--- config.mk ---
export PLATFORM = sky130hd
export DESIGN_NAME = axis_chk_sat_cnt
export DESIGN_NICKNAME = d
export VERILOG_FILES = /design/src/rtl/axis_chk_pkg.sv /design/src/rtl/axis_chk_sat_cnt.sv
export SDC_FILE = /design/constraint.sdc
export NUM_CORES = 1
export LEC_CHECK = 0
export CAP_MARGIN = 20
export CORE_UTILIZATION = 49
export DETAILED_ROUTE_END_ITERATION = 12
export GPL_TIMING_DRIVEN = 0
export PLACE_DENSITY = 0.81
export SLEW_MARGIN = 20
export SYNTH_ARGS = -nofsm -noshare
export SYNTH_HDL_FRONTEND = slang
export SYNTH_SLANG_ARGS = --single-unit
export TNS_END_PERCENT = 1
--- constraint.sdc ---
create_clock -name clk -period 3 [get_ports clk]
set_clock_uncertainty 0.05 [all_clocks]
set_input_delay 0.75 -clock clk [delete_from_list [all_inputs] [get_ports clk]]
set_output_delay 0.75 -clock clk [all_outputs]
set_load 0.03 [all_outputs]
--- src/rtl/axis_chk_pkg.sv ---
// Shared definitions for the AXI-Stream counting-pattern checker.
//   - FSM state encoding (ST_RUN, ST_HALT)
//   - Counting-pattern field widths and the packed beat word {frame_id, beat_idx}
//   - Saturating-increment helper used by the status counters
package axis_chk_pkg;

  localparam int unsigned FRAME_ID_W = 16;
  localparam int unsigned BEAT_IDX_W = 16;
  localparam int unsigned PAT_W      = FRAME_ID_W + BEAT_IDX_W;
  localparam int unsigned IDX_W      = 32;

  // Widest counter the saturating helper supports.
  localparam int unsigned SAT_MAX_W  = 64;

  typedef enum logic [0:0] {
    ST_RUN  = 1'b0,
    ST_HALT = 1'b1
  } chk_state_e;

  // Expected beat word as produced by the pattern source.
  typedef struct packed {
    logic [FRAME_ID_W-1:0] frame_id;
    logic [BEAT_IDX_W-1:0] beat_idx;
  } pat_word_t;

  // Increment val, holding at max_val once reached.
  function automatic logic [SAT_MAX_W-1:0] sat_inc(
    input logic [SAT_MAX_W-1:0] val,
    input logic [SAT_MAX_W-1:0] max_val
  );
    return (val >= max_val) ? max_val : (val + SAT_MAX_W'(1));
  endfunction

endpackage

--- src/rtl/axis_chk_sat_cnt.sv ---
// Saturating status counter with synchronous reset and clear.
// Ports:
//   clk  - clock, rising edge
//   rst  - synchronous active-high reset
//   clr  - synchronous clear to zero (same effect as rst)
//   inc  - increment by one, holding at all-ones
//   cnt  - registered count (CNT_W bits, CNT_W <= 64)
module axis_chk_sat_cnt
  import axis_chk_pkg::*;
#(
  parameter int unsigned CNT_W = 32
) (
  input  logic             clk,
  input  logic             rst,
  input  logic             clr,
  input  logic             inc,
  output logic [CNT_W-1:0] cnt
);

  localparam logic [SAT_MAX_W-1:0] CNT_MAX =
    (CNT_W >= SAT_MAX_W) ? {SAT_MAX_W{1'b1}}
                         : ((SAT_MAX_W'(1) << CNT_W) - SAT_MAX_W'(1));

  logic [CNT_W-1:0] cnt_q;
  logic [CNT_W-1:0] cnt_d;

  // Next count: clear wins over increment.
  always_comb begin
    cnt_d = cnt_q;
    if (clr) begin
      cnt_d = '0;
    end else if (inc) begin
      cnt_d = CNT_W'(sat_inc(SAT_MAX_W'(cnt_q), CNT_MAX));
    end
  end

  always_ff @(posedge clk) begin
    if (rst) begin
      cnt_q <= '0;
    end else begin
      cnt_q <= cnt_d;
    end
  end

  assign cnt = cnt_q;

endmodule

==> flow_metrics.py <==
metrics = {
    "yosys": {
        "syn_inst": 170,
        "synth_nets": 175,
        "synth_area_leaders": "dfxtp_1, a21oi_2, xnor2_1",
        "yosysTopAreaCell": "dfxtp_1",
        "syn_area_per_cell_um2": 9.43,
        "synth_top_area_share_pct": 40.0,
        "yosysMostFrequentCell": "dfxtp_1",
        "yosys-top-cells-count": "dfxtp_1, a21oi_2, xnor2_1",
        "ys_ff_latch": 32,
        "ys_seq_area_share_pct": 40.0,
        "synth_ff_type": "dfxtp_1",
        "netlist_area_mm2": 0.00160,
        "async_reset_ff_share_pct": 0,
        "synth_edf_count": 0,
        "ys_warn_count": 0,
        "synth_cell_types": 34,
    },
    "sta": {
        "tightest_slew_ns": 0.720,
        "max_slew_margin_pct": 52.0,
        "slew_viol_final": 0,
        "grt_setup_unrepaired": "false",
        "setup_viol": 0,
        "fin_crit_ns": 2.85,
        "hold_violations": 0,
        "fin_crit_sh_pct": 95.0,
        "fmax_mhz": 351,
    },
    "critical_path": {
        "end_kind": "register",
        "reg2reg_depth": 10,
        "r2r-start": "cnt[0]",
        "critPathArrivalTime_ns": 3.06,
        "cp-start-kind": "input port",
        "r2r_slack_ns": 0.55,
        "critPathRequiredTime_ns": 3.21,
        "reg2reg_to": "cnt[7]",
        "worstSetupPathType": "in2reg",
        "crit_path_max_fanout": 10,
    },
    "drt": {
        "postRouteAntennaNets": 0,
        "avgViaCountPerCell": 5.55,
        "vias": 1432,
        "wirelength_mm": 3.62,
        "drc": 0,
        "drt_first_pass_iters": 4,
        "wire_per_inst_um": 14.0,
        "drtIter0Drc": 61,
    },
    "cells_and_area": {
        "syn2layout_area_growth_pct": 29.1,
        "layout.nets": 219,
        "stdcell_area_mm2": 0.00207,
        "largest_reg_flops": 32,
        "diodes": 0,
        "utilization_pct": 67.2,
        "drive_above_1_share_pct": 17.8,
    },
    "clock_network": {
        "cts_buffers": 5,
        "ctsRootBufferMaster": "clkbuf_4",
        "cts_hold_buf": 0,
        "path_clk_slew_ns": 0.10,
        "cts_tree": "built",
        "cts_max_level": 2,
        "clock-sinks": 32,
        "clockBufferDepth": 2,
        "insertion_delay_ns": 0.34,
        "post_cts_resized": 0,
    },
    "global_route": {
        "gr-max-usage-layer": "met2",
        "antenna_found_initial": 0,
        "use_met3_pct": 5.02,
        "overflow": 0,
        "grt_pass1_wl_mm": 6.02,
        "grt.total_usage_pct": 23.2,
        "met2_usage_pct": 39.8,
        "grt_pass1_vias": 1412,
        "grt_max_degree": 11,
        "met1_usage_pct": 25.5,
    },
    "floorplanning": {
        "design.core.area_mm2": 0.00308,
        "start_util_pct": 52.1,
        "rows": 20,
        "die_x_um": 59.2,
        "dieArea_mm2": 0.00350,
        "num_io_pins": 36,
        "die_h_um": 59.2,
    },
    "min_path": {
        "hold_class": "reg2reg",
        "worstHoldStart": "cnt[14]",
        "hold_depth": 2,
        "hold_path_end": "cnt[14]",
    },
    "pwr": {
        "p_comb_share_pct": 3.6,
        "sw_frac_of_total_pct": 23.6,
        "internal_power_w": 0.000521,
        "clockPowerShare_pct": 33.8,
        "p_leak_nw": 0.624,
        "power_frac_seq_pct": 62.6,
        "p_per_area_mw_per_mm2": 329,
        "p_switching_w": 0.000160,
        "ir_drop_mv": 0.216,
    },
    "run_status": {
        "status": "complete, no violations",
    },
    "place": {
        "hpwlAfterDp_mm": 2.55,
        "placed_cell_area_mm2": 0.00201,
        "gp_congestion": 0.803,
        "io_buffers": 35,
    },
    "run": {
        "drv_cap": 0,
    },
}
==> layout make-up <==
cell class	count	area, um2
flip-flops and latches	32	641
clock inverters	1	5.00
inverters	3	11.3
plain buffers	10	73.8
well taps	44	55.1
fillers	274	1010
multi-input cells	125	877
repair buffers	37	365
clock buffers	6	41.3
==> repair_timing <==
action	in CTS	in global routing
setup endpoints to repair	1	24
setup buffers	0	2
pin swaps	1	1
endpoints found under the hold margin	0	0
==> critical path: stages <==
cell and delay [ns]:
clkdlybuf4s50_1 0.58, nand4_2 0.19, or3_1 0.42, buf_6 0.15, nor4_4 0.30, buf_4 0.19, nand2b_2 0.06, buf_6 0.14
buf_6 0.15, a21oi_2 0.13
==> layout by cell type (no fill, tap or decap), types with 2 or more instances in the layout <==
cell type         n
a21oi_1           4
nor4_1            5
clkbuf_1          5
nand4_1           4
xnor2_1          13
and2_1            2
nand3_1           9
nor3_1            3
a211oi_1          2
clkdlybuf4s50_1  35
nand2_1          11
or3_1             6
nor2_1            6
and4_1            5
a21oi_2          19
buf_2             2
buf_6             3
inv_1             3
o21ai_0           4
and3_1            3
a31oi_1           7
dfxtp_1          32
xor2_1            9
a311oi_1          3
buf_4             2
clkbuf_4          5
==> power by group through the flow <==
| stage | Clock, W | Combinational, W | Sequential (W) |
|---|---|---|---|
| CTS | 0.000231 | 0.0000242 | 0.000426 |
| detailed placement | 0 | 0.0000239 | 0.000436 |
| global placement | 0 | 0.0000231 | 0.000436 |
| finish | 0.000230 | 0.0000242 | 0.000426 |
| floorplan | 0 | 0.0000122 | 0.000438 |
| global route | 0.000252 | 0.0000257 | 0.000427 |
==> cell families (layout without fill, tap and decap cells) <==
kind of cell / count (synthesis) / in the layout / share of synthesized area [%]
muxes: 1 / 1 / 0.625
xor gates and xnor gates: 22 / 22 / 12.0
DFF: 32 / 32 / 40.0
and+or+nand+nor: 61 / 61 / 22.6
adders and majority gates: 1 / 1 / 0.781
AOI/OAI and AO/OA: 40 / 40 / 18.7
buffers and inverters: 13 / 57 / 5.31
==> worst max path at each step <==
stage,from,end
final,inc,cnt[7]
after global routing,inc,cnt[7]
after CTS,inc,cnt[7]
after detailed placement,inc,cnt[7]
after global placement,inc,cnt[0]
after floorplan,cnt[0],cnt[18]
==> stage by stage <==
stage,instances,hold slack (ns),setup WS (ns),setup TNS (ns),power (W)
2_1_floorplan,170,0.595,0.479,0,0.000450
3_3_place_gp,249,0.450,-0.257,-6.20,0.000459
3_5_place_dp,249,0.481,-0.353,-9.00,0.000460
4_1_cts,256,0.496,0.00679,0,0.000682
5_1_grt,258,0.534,0.0322,0,0.000704
6_report,258,0.496,0.150,0,0.000681
==> per-layer routing <==
metal	wire length, um	vias to the layer above
met5	0	-
met4	70	0
met1	1550	679
met2	1850	41
met3	141	6
li1	-	706
No activity file was read; power rests on OpenSTA's default activity.
